--- config.mk ---
export PLATFORM = sky130hd
export DESIGN_NAME = buffered_router
export DESIGN_NICKNAME = d
export VERILOG_FILES = /design/src/rtl/buffered_router.sv
export SDC_FILE = /design/constraint.sdc
export NUM_CORES = 1
export LEC_CHECK = 0
export CAP_MARGIN = 5
export CELL_PAD_IN_SITES_DETAIL_PLACEMENT = 1
export CELL_PAD_IN_SITES_GLOBAL_PLACEMENT = 2
export CORE_MARGIN = 1
export CORE_UTILIZATION = 30
export DETAILED_ROUTE_END_ITERATION = 8
export GPL_ROUTABILITY_DRIVEN = 0
export PLACE_DENSITY_LB_ADDON = 0.1
export SLEW_MARGIN = 20
export SYNTH_ARGS = -nofsm -noshare
export SYNTH_HDL_FRONTEND = slang
export SYNTH_SLANG_ARGS = --single-unit
--- constraint.sdc ---
create_clock -name clk -period 8.8 [get_ports clk]
set_input_delay 1.76 -clock clk [delete_from_list [all_inputs] [get_ports clk]]
set_output_delay 1.76 -clock clk [all_outputs]
set_load 0.05 [all_outputs]
--- src/rtl/buffered_router.sv ---
// Buffered 1-to-N packet router: input FIFO feeding one-entry output registers per channel.
// The header (top bits) of the FIFO head selects the channel; the payload is the remaining low bits.
module buffered_router #(
  parameter int unsigned p_nbits    = 32,
  parameter int unsigned p_noutputs = 8,
  parameter int unsigned p_depth    = 4
) (
  input  logic                                        clk,
  input  logic                                        reset,
  input  logic                                        valid,
  input  logic [p_nbits-1:0]                          message_in,
  output logic                                        ready_out,
  output logic [p_noutputs-1:0]                       valid_out,
  input  logic [p_noutputs-1:0]                       ready,
  output logic [p_nbits-$clog2(p_noutputs)-1:0]       message_out [p_noutputs],
  output logic [$clog2(p_depth):0]                    occupancy
);

  localparam int unsigned HdrW = $clog2(p_noutputs);
  localparam int unsigned PayW = p_nbits - HdrW;
  localparam int unsigned PtrW = $clog2(p_depth);
  localparam int unsigned CntW = PtrW + 1;

  logic [p_nbits-1:0]    mem_q [p_depth];
  logic [p_nbits-1:0]    mem_d [p_depth];
  logic [PtrW-1:0]       wr_ptr_q, wr_ptr_d;
  logic [PtrW-1:0]       rd_ptr_q, rd_ptr_d;
  logic [CntW-1:0]       count_q, count_d;
  logic [p_noutputs-1:0] vld_q, vld_d;
  logic [PayW-1:0]       msg_q [p_noutputs];
  logic [PayW-1:0]       msg_d [p_noutputs];

  logic                  enq;
  logic                  deq;
  logic                  not_empty;
  logic [p_nbits-1:0]    head;
  logic [HdrW-1:0]       sel;

  // Readiness comes from the registered count only, so a dequeue while full cannot bypass.
  always_comb begin
    ready_out = (count_q != CntW'(p_depth));
    not_empty = (count_q != '0);
    enq       = valid && ready_out;
    head      = mem_q[rd_ptr_q];
    sel       = head[p_nbits-1 -: HdrW];
    deq       = not_empty && (!vld_q[sel] || ready[sel]);
  end

  always_comb begin
    mem_d = mem_q;
    if (enq) begin
      mem_d[wr_ptr_q] = message_in;
    end
    // Pointer width equals log2(depth), so the increment wraps modulo depth.
    wr_ptr_d = enq ? wr_ptr_q + 1'b1 : wr_ptr_q;
    rd_ptr_d = deq ? rd_ptr_q + 1'b1 : rd_ptr_q;
    unique case ({enq, deq})
      2'b10:   count_d = count_q + 1'b1;
      2'b01:   count_d = count_q - 1'b1;
      default: count_d = count_q;
    endcase
  end

  // A load takes priority over a drain: the new packet replaces a departing one.
  always_comb begin
    vld_d = vld_q;
    msg_d = msg_q;
    for (int unsigned i = 0; i < p_noutputs; i++) begin
      if (deq && (sel == HdrW'(i))) begin
        vld_d[i] = 1'b1;
        msg_d[i] = head[PayW-1:0];
      end else if (vld_q[i] && ready[i]) begin
        vld_d[i] = 1'b0;
      end
    end
  end

  always_ff @(posedge clk or negedge reset) begin
    if (!reset) begin
      wr_ptr_q <= '0;
      rd_ptr_q <= '0;
      count_q  <= '0;
      vld_q    <= '0;
      for (int unsigned i = 0; i < p_noutputs; i++) begin
        msg_q[i] <= '0;
      end
    end else begin
      wr_ptr_q <= wr_ptr_d;
      rd_ptr_q <= rd_ptr_d;
      count_q  <= count_d;
      vld_q    <= vld_d;
      msg_q    <= msg_d;
    end
  end

  // Storage needs no reset; the count alone decides which entries are live.
  always_ff @(posedge clk) begin
    mem_q <= mem_d;
  end

  assign valid_out   = vld_q;
  assign message_out = msg_q;
  assign occupancy   = count_q;

endmodule

==> flow_summary.json <==
{
  "synth-seq-area-share_pct": 70.2,
  "synth-warning-count": 0,
  "placed_cells": 1627,
  "grt_most_used_layer": "met2",
  "synth_area_mm2": 0.0143,
  "grt_pass1_wl_um": 59100,
  "cts_buffers": 43,
  "wl_per_cell_um": 23.5,
  "core-area_mm2": 0.0468,
  "avgViaCountPerCell": 4.59,
  "min_path_type": "reg -> reg",
  "cts_tree": "built",
  "setup_viol": 0,
  "dpl.hpwl_um": 25800,
  "grt_pass1_vias": 8467,
  "areaGrowthSynthToFinish_pct": 34.8,
  "syn_inst": 757,
  "max_freq_ghz": 0.251,
  "cp.arrival_ns": 4.42,
  "gr-usage-met2_pct": 26.5,
  "critPathMaxStageDelay_ns": 0.49,
  "dpl-instance-area_mm2": 0.0178,
  "rsz0062_at_grt": "no",
  "rows": 79,
  "dr.pass1.iters": 6,
  "slew_violations": 0,
  "ys_top_cells_by_count": "247 x dfrtp_1, 214 x mux2_2, 128 x edfxtp_1, 35 x mux4_2, 20 x mux2_4",
  "grtUsageMet1_pct": 23.1,
  "hold_viol": 0,
  "critical_path_required_ns": 9.24,
  "grt_max_degree": 147,
  "violations": "design-rule violations",
  "fin_nets": 1114,
  "setup_tns_ns": 0,
  "avgSynthCellArea_um2": 18.9,
  "ant_nets": 0,
  "fin_cells": 1706,
  "design.portCount": 287,
  "slowest_stage": "mux4_2",
  "drc": 32,
  "grtUsageMet3_pct": 4.30,
  "status": "finished with violations",
  "tightest_slew_ns": 1.08,
  "synth_top_flop_cell": "dfrtp_1",
  "clk_pin_slew_ns": 0.06,
  "die_area_mm2": 0.0485,
  "path_cells": "clkdlybuf4s50_1, nor2b_1, mux4_2, a21bo_2, o21bai_1, nor2_1, ha_1, fa_1, mux2_2",
  "clk_path_buf_depth": 3,
  "skew_ns": 0.00926,
  "ys_seq_elements": 375,
  "synth_area_leaders": "dfrtp_1 43%, edfxtp_1 27%, mux2_2 17%",
  "portBuffers": 286,
  "synth_nets": 806,
  "yosysUniqueCellTypes": 40,
  "h-tree-depth": 2,
  "clock_latency_ns": 0.56,
  "antenna_found_initial": 3,
  "end_kind": "flip-flop",
  "cts_resized": 0,
  "drive_above_1_share_pct": 32.7,
  "startpoint_type": "primary input",
  "grt_use_total_pct": 16.9,
  "fp.dieW_um": 220,
  "routed_wl_um": 40100,
  "crit_fanout": 4,
  "synth_top_cell_by_area": "dfrtp_1",
  "synth_edf_count": 128,
  "postCtsHoldBufs": 0,
  "ys_async_sr_fraction_pct": 65.9,
  "final_area_mm2": 0.0192,
  "relSlewSlack_pct": 28.0,
  "reg2reg_slack_ns": 4.92,
  "clockRootBuffer": "clkbuf_16",
  "clock_sinks": 375,
  "postCtsSetupBuffers": 0,
  "grt-ovfl-total": 0,
  "synthMostInstantiatedCell": "dfrtp_1",
  "path_class": "in -> reg",
  "critPathBufInv": 1,
  "drt-initial-drc-count": 453,
  "period_minus_slack_ns": 3.98,
  "die_y_um": 220,
  "path_delay_family": "multiplexers",
  "yosysTopAreaCellShare_pct": 43.3,
  "initial_core_util_pct": 30.5,
  "maxCapViolations": 0,
  "vias": 7832,
  "finalCritPeriodShare_pct": 45.2
}
[through the flow]
step / setup WS (ns) / utilization, % / hold slack (ns)
finish: 4.82 / 41.1 / 0.503
CTS: 4.84 / 41.1 / 0.506
floorplan: 5.12 / - / 0.580
detailed placement: 4.24 / 38.1 / 0.493
global placement: 4.24 / 38.0 / 0.488
global route: 4.72 / 41.1 / 0.516
[area by class of cell]
cell class	count	area [µm²]
fill	4589	27500
antenna	2	5.00
multi-input combinational	340	4030
tap	607	759
clock inverter	16	173
inverter	10	37.5
clock buffer	61	1240
timing repair buffer	295	2970
sequential	375	10000
[layer usage]
metal | routed length, µm | part of all wire [%] | vias up
li1 | - | - | 3445
met1 | 18200 | 45 | 4142
met2 | 18900 | 47 | 188
met3 | 2320 | 5.8 | 55
met4 | 728 | 1.8 | 2
met5 | 13 | 0.032 | -
[final timing paths]
kind,end,startpoint,cells past startpoint
setup / recovery,occupancy[1],ready[2],9
hold / removal,message_out[229],message_out[229],1
setup reg to reg,occupancy[1],rd_ptr_q[1],8
hold reg to reg,message_out[229],message_out[229],1
max in group asynchronous,message_out[157],reset,2
min in group asynchronous,message_out[111],reset,1
[layout by cell type (no fill, tap or decap), drive strengths merged, types with 2 or more instances in the layout]
cell type,synthesis,routed
clkbuf,10,61
nand2,8,8
clkdlybuf4s50,0,285
and3,5,5
nor2b,10,10
or2,3,3
mux4,35,35
ha,5,5
diode,0,2
buf,22,10
inv,10,10
nand2b,2,2
bufinv,0,4
dfrtp,247,247
mux2i,2,2
a21o,2,2
nor3,2,2
xnor2,5,5
edfxtp,128,128
clkinv,0,12
and2,2,2
o211a,2,2
o21ai,3,3
mux2,234,234
nor2,10,10
[flip-flops by register name, indices dropped and copies added, names as in the netlist]
register	flops
valid_out	8
mem_q	128
message_out	232
rd_ptr_q	2
occupancy	3
wr_ptr_q	2
[cells by family after synthesis]
kind of cell / count (synthesis) / share of synthesized area [%]
mux: 271 / 24.7
simple gates: 44 / 1.70
compound gates: 13 / 0.710
flops: 375 / 70.2
xor+xnor: 6 / 0.368
buf+inv: 42 / 1.74
fa+ha+maj: 6 / 0.578
Power is left out: the tool's default activity adds up to more than one toggle a clock period on the data nets, which glitch-free logic cannot reach.
